==> src/rtl/fetch_queue.sv <==
// Instruction prefetch queue: sequential fetch, in-order imem responses buffered with PCs, redirect flush.
// Optional same-cycle response-to-dequeue bypass when FETCH_QUEUE_BYPASS_EN is defined.
module fetch_queue #(
    parameter int unsigned DEPTH           = 4,
    parameter int unsigned MAX_OUTSTANDING = 2,
    parameter logic [31:0] RESET_PC        = 32'h0000_0000
) (
    input  logic                     clk,
    input  logic                     resetn,
    input  logic                     redirect_valid,
    input  logic [31:0]              redirect_pc,
    output logic                     imem_req_valid,
    input  logic                     imem_req_ready,
    output logic [31:0]              imem_req_addr,
    input  logic                     imem_rsp_valid,
    input  logic [31:0]              imem_rsp_data,
    output logic                     deq_valid,
    input  logic                     deq_ready,
    output logic [31:0]              deq_pc,
    output logic [31:0]              deq_instr,
    output logic [$clog2(DEPTH):0]   occupancy
);

    localparam int unsigned PW = $clog2(DEPTH);
    localparam int unsigned CW = $clog2(DEPTH) + 1;
    localparam int unsigned OW = $clog2(MAX_OUTSTANDING + 1);

    logic [31:0]   fetch_pc;
    logic [31:0]   rsp_pc;
    logic [CW-1:0] count;
    logic [OW-1:0] outstanding;
    logic [OW-1:0] drop;
    logic [PW-1:0] rd_ptr;
    logic [PW-1:0] wr_ptr;

    logic [31:0]   mem_pc    [DEPTH];
    logic [31:0]   mem_instr [DEPTH];

    logic [31:0]   in_flight;
    logic          req_fire;
    logic          rsp_keep;
    logic          bypass;
    logic          head_valid;
    logic          fifo_deq;
    logic          wr_en;
    logic [OW-1:0] outstanding_next;
    logic [CW-1:0] count_next;

    // Credit counts words already queued plus live requests; dropped ones will never land.
    assign in_flight      = 32'(count) + 32'(outstanding) - 32'(drop);
    assign imem_req_valid = (32'(outstanding) < MAX_OUTSTANDING) && (in_flight < DEPTH);
    assign imem_req_addr  = fetch_pc;
    assign req_fire       = imem_req_valid && imem_req_ready;

    assign rsp_keep   = imem_rsp_valid && (drop == '0);
    assign head_valid = (count != '0);

`ifdef FETCH_QUEUE_BYPASS_EN
    assign bypass = rsp_keep && !head_valid && !redirect_valid;
`else
    assign bypass = 1'b0;
`endif

    always_comb begin
        deq_valid = head_valid;
        deq_pc    = head_valid ? mem_pc[rd_ptr]    : 32'h0;
        deq_instr = head_valid ? mem_instr[rd_ptr] : 32'h0;
        if (bypass) begin
            deq_valid = 1'b1;
            deq_pc    = rsp_pc;
            deq_instr = imem_rsp_data;
        end
    end

    assign fifo_deq  = head_valid && deq_ready;
    assign wr_en     = rsp_keep && !redirect_valid && (count != CW'(DEPTH)) && !(bypass && deq_ready);
    assign count_next       = count + CW'(wr_en) - CW'(fifo_deq);
    assign outstanding_next = outstanding + OW'(req_fire) - OW'(imem_rsp_valid);
    assign occupancy        = count;

    always_ff @(posedge clk) begin
        if (wr_en) begin
            mem_pc[wr_ptr]    <= rsp_pc;
            mem_instr[wr_ptr] <= imem_rsp_data;
        end
    end

    always_ff @(posedge clk or negedge resetn) begin
        if (!resetn) begin
            fetch_pc    <= RESET_PC;
            rsp_pc      <= RESET_PC;
            count       <= '0;
            outstanding <= '0;
            drop        <= '0;
            rd_ptr      <= '0;
            wr_ptr      <= '0;
        end else begin
            outstanding <= outstanding_next;
            if (redirect_valid) begin
                // Everything still unanswered after this cycle belongs to the old stream.
                fetch_pc <= redirect_pc;
                rsp_pc   <= redirect_pc;
                drop     <= outstanding_next;
                count    <= '0;
                rd_ptr   <= '0;
                wr_ptr   <= '0;
            end else begin
                if (req_fire)
                    fetch_pc <= fetch_pc + 32'd4;
                if (imem_rsp_valid) begin
                    if (drop == '0)
                        rsp_pc <= rsp_pc + 32'd4;
                    else
                        drop <= drop - OW'(1);
                end
                if (wr_en)
                    wr_ptr <= wr_ptr + PW'(1);
                if (fifo_deq)
                    rd_ptr <= rd_ptr + PW'(1);
                count <= count_next;
            end
        end
    end

    // Memory must never return a kept word into a full queue.
    a_no_overflow: assert property (@(posedge clk) disable iff (!resetn)
        !(rsp_keep && !redirect_valid && (count == CW'(DEPTH))));

endmodule

==> config.mk <==
export PLATFORM = sky130hd
export DESIGN_NAME = fetch_queue
export DESIGN_NICKNAME = d
export VERILOG_FILES = /design/src/rtl/fetch_queue.sv
export SDC_FILE = /design/constraint.sdc
export NUM_CORES = 1
export LEC_CHECK = 0
export ABC_AREA = 1
export CORE_UTILIZATION = 61
export DETAILED_ROUTE_END_ITERATION = 10
export GPL_ROUTABILITY_DRIVEN = 0
export PLACE_DENSITY_LB_ADDON = 0.3
export SYNTH_ARGS = -nofsm -noshare
export SYNTH_HDL_FRONTEND = slang
export SYNTH_SLANG_ARGS = --single-unit
==> constraint.sdc <==
create_clock -name clk -period 7.6 [get_ports clk]
set_input_delay 1.9 -clock clk [delete_from_list [all_inputs] [get_ports clk]]
set_output_delay 1.9 -clock clk [all_outputs]
set_load 0.02 [all_outputs]
==> flow_summary_export.csv <==
group,metric,value,unit
timing,worst_slack,1.89,ns
global_route,grt_pass1_wl,58.1,mm
routing,drt-initial-drc-count,1136,
floorplan,die_y,160,um
power_and_ir_drop,power.total,0.00623,W
critical_path,crit_type,"flip-flop to output port",
timing,fmax,175,MHz
power_and_ir_drop,p_sw_frac,0.365,
global_route,grt_pass1_vias,11604,
critical_path,crit_required,5.70,ns
floorplan,io_pins,171,
critical_path,critPathTopFamily,"buffers and inverters",
floorplan,die-width,160,um
min_path,hold_path.class,"flip-flop to flip-flop",
cts,ctsHtreeMaxLevel,1,
cts,holdBufCountCts,0,
logic_synthesis,syn_area_per_cell,9.59,um2
critical_path,cp_slowest_cell,"inv_2",
finish,seq_area,9570,um2
critical_path,cpPeakStageDelay,0.93,ns
logic_synthesis,yosys_warnings,0,
finish,syn_to_final_growth,19.6,%
timing,worstMarginPinSlew,1.19,ns
finish,nNetsFinal,1816,
timing,period_share,0.752,
cts,clockBufferDepth,3,
routing,drt-total-wl,36.5,mm
floorplan,die_area,25500,um2
flow_run,max_cap_viol_count,0,
power_and_ir_drop,p_seq_frac,0.386,
power_and_ir_drop,intPower,0.00396,W
cts,cts_sinks,331,
timing,tns,0,ns
logic_synthesis,synthArstFlopShare,0.227,
logic_synthesis,netlist_instances,1582,
finish,finalCoreUtilization,0.744,
cts,cts_buffers,31,
global_route,grt_max_degree,92,
routing,drc_errors,0,
cts,worstSkewPairLatency,0.56,ns
power_and_ir_drop,vdd_drop_max,246,uV
power_and_ir_drop,combPwrFrac,0.360,
critical_path,setup.worst_path.end_class,"output port",
run_status,run_status,"completed",
cts,cts_tree,"done",
global_route,grt-ovfl-total,0,
timing,setup_viol,0,
floorplan,rows,57,
logic_synthesis,ys_ff_latch,331,
global_route,grt_use_total,0.288,
floorplan,initial_core_util,0.622,
critical_path,cp-start-kind,"flip-flop",
cts,clk_pin_slew,0.07,ns
logic_synthesis,synth-edff-count,256,
power_and_ir_drop,clkPwrFrac,0.254,
logic_synthesis,synth_cell_types,36,
finish,stdcell_area,18100,um2
finish,drive_gt1_frac,0.0553,
critical_path,critPathMaxFanout,81,
timing,hold_violations,0,
cts,ctsResizeCount,0,
power_and_ir_drop,p_leak,6.88,nW
global_route,antenna_found_initial,0,
critical_path,cp_num_buf_inv,3,
placement,io_buffers,170,
routing,detail-route-antenna-nets,0,
routing,drt-pass1-iter-count,6,
finish,multi_input_area,5000,um2
logic_synthesis,synth-main-ff-cell,"edfxtp_1",
logic_synthesis,syn_area,15200,um2
floorplan,core_area,24400,um2
cts,cts-root-buf,"clkbuf_16",
routing,dr_total_vias,11847,
routing,wl_per_cell,17.6,um
critical_path,worstPathCellList,"inv_2 -> buf_4 -> o21ai_0 -> a21oi_1 -> clkdlybuf4s50_1",
timing,drv_slew,0,
logic_synthesis,syn_nets,1669,
logic_synthesis,synth-seq-area-share,0.630,
critical_path,worst_ep_arrival_time,3.81,ns
power_and_ir_drop,p_per_area,343,nW/um2
routing,avgViaCountPerCell,5.70,
placement,placed_cell_area,17100,um2
timing,finalCriticalPeriod,5.71,ns
timing,finClkSkew,0.0136,ns
timing,relSlewSlack,0.208,
placement,dpl.hpwl,22.6,mm
power_and_ir_drop,switchingPower,0.00227,W
finish,num_antenna_cells,0,
timing,rsz0062_at_grt,"false",
cts,cts_setup_buffers,0,
finish,fillCellCount,1637,
placement,place_worst_setup_slack,2.55,ns
==> state kept, by name (all words and copies together), names as in the netlist <==
signal         flops
drop               2
outstanding        2
mem_pc           128
imem_req_addr     32
rsp_pc            32
rd_ptr             2
wr_ptr             2
mem_instr        128
occupancy          3
==> metrics by stage <==
step | hold WS (ns) | instances
global placement | 0.496 | 2020
floorplan | 0.476 | 1582
finish | 0.511 | 2077
CTS | 0.516 | 2077
detailed placement | 0.498 | 2020
global route | 0.516 | 2077
==> final cells by class <==
cell class,instances,area share
Clock buffer,34,0.0434
Clock inverter,23,0.0141
Inverter,94,0.0194
Multi-Input combinational cell,1090,0.276
Sequential cell,331,0.527
Tap cell,324,0.0223
Timing Repair Buffer,181,0.0979
==> logic make-up after synthesis <==
family	count (synthesis)	share of synthesized area
xor gates and xnor gates	22	0.0127
buffers and inverters	161	0.0426
AOI/OAI and AO/OA	247	0.0836
DFF	331	0.630
adders and majority gates	17	0.0150
and+or+nand+nor	804	0.216
==> placed cells by master, fill, tap and decap left out, types with 2 or more instances in the layout <==
| cell | n |
|---|---|
| a21oi_1 | 77 |
| buf_4 | 12 |
| bufinv_16 | 5 |
| clkbuf_1 | 3 |
| clkbuf_16 | 31 |
| clkdlybuf4s50_1 | 168 |
| clkinv_1 | 7 |
| clkinv_2 | 4 |
| dfrtp_1 | 73 |
| edfxtp_1 | 256 |
| fa_1 | 2 |
| ha_1 | 15 |
| inv_1 | 87 |
| inv_2 | 7 |
| inv_6 | 3 |
| nand2_1 | 323 |
| nand2_2 | 5 |
| nand3_1 | 83 |
| nand3_2 | 4 |
| nand3b_1 | 8 |
| nand4_1 | 5 |
| nor2_1 | 351 |
| nor2_2 | 10 |
| nor2_4 | 8 |
| nor3_1 | 4 |
| o211ai_1 | 4 |
| o21ai_0 | 151 |
| o21ai_1 | 6 |
| o21bai_1 | 5 |
| xnor2_1 | 6 |
| xor2_1 | 16 |
==> path summary, 6_finish.rpt <==
kind                                   from           endpoint  slack (ns)  cells after the start
hold / removal             imem_req_addr[1]   imem_req_addr[1]        0.51                      2
hold reg to reg            imem_req_addr[1]   imem_req_addr[1]        0.51                      2
setup reg to reg               occupancy[1]            drop[1]        4.07                     15
max in group asynchronous            resetn          rd_ptr[0]        5.34                      2
setup / recovery                  rd_ptr[0]         deq_pc[11]        1.89                      5
min in group asynchronous            resetn  imem_req_addr[29]        1.28                      1
==> cells in the mapped netlist (5+ instances only) <==
| cell type | number | area [um2] |
|---|---|---|
| dfrtp_1 | 75 | 1880 |
| nand2_1 | 323 | 1210 |
| xnor2_1 | 6 | 52.6 |
| buf_1 | 24 | 90.1 |
| ha_1 | 15 | 188 |
| nand4_1 | 5 | 31.3 |
| nand3b_1 | 8 | 60.1 |
| o21ai_0 | 151 | 756 |
| o21bai_1 | 5 | 37.5 |
| inv_1 | 88 | 330 |
| nand3_1 | 83 | 415 |
| a21oi_1 | 77 | 385 |
| nor2_1 | 356 | 1340 |
| buf_2 | 24 | 120 |
| xor2_1 | 16 | 140 |
| edfxtp_1 | 256 | 7690 |
| inv_2 | 6 | 22.5 |
| nor2_2 | 10 | 62.6 |
| clkbuf_1 | 16 | 60.1 |
| nand2_2 | 5 | 31.3 |
| o21ai_1 | 6 | 30.0 |
==> worst reg2reg max path, stage by stage (launching register included) <==
cell and delay (ns):
dfrtp_1 0.40, inv_1 0.12, fa_1 0.55, inv_1 0.04
ha_1 0.27, nand3_1 0.11, and2_1 0.17, nor2_2 0.11
nand3_2 0.46, ha_1 0.51, inv_1 0.04, ha_1 0.18
xnor2_1 0.16, xor2_1 0.19, nand2_1 0.07, nand2_1 0.09
==> routing by layer <==
metal	GRT usage	vias to the layer above	share of wire
met5	0	-	0
met4	0.109	0	0.032
met3	0.0364	93	0.078
met2	0.482	577	0.48
met1	0.387	5601	0.41
li1	-	5576	-
==> power groups by stage <==
stage	Clock [W]	Sequential [W]	Combinational, W
final	0.00158	0.00240	0.00225
after global routing	0.00166	0.00243	0.00245
after CTS	0.00159	0.00240	0.00225
after detailed placement	0	0.00243	0.00222
after global placement	0	0.00242	0.00218
after floorplan	0	0.00243	0.00127
No activity file was read; power rests on OpenSTA's default activity.
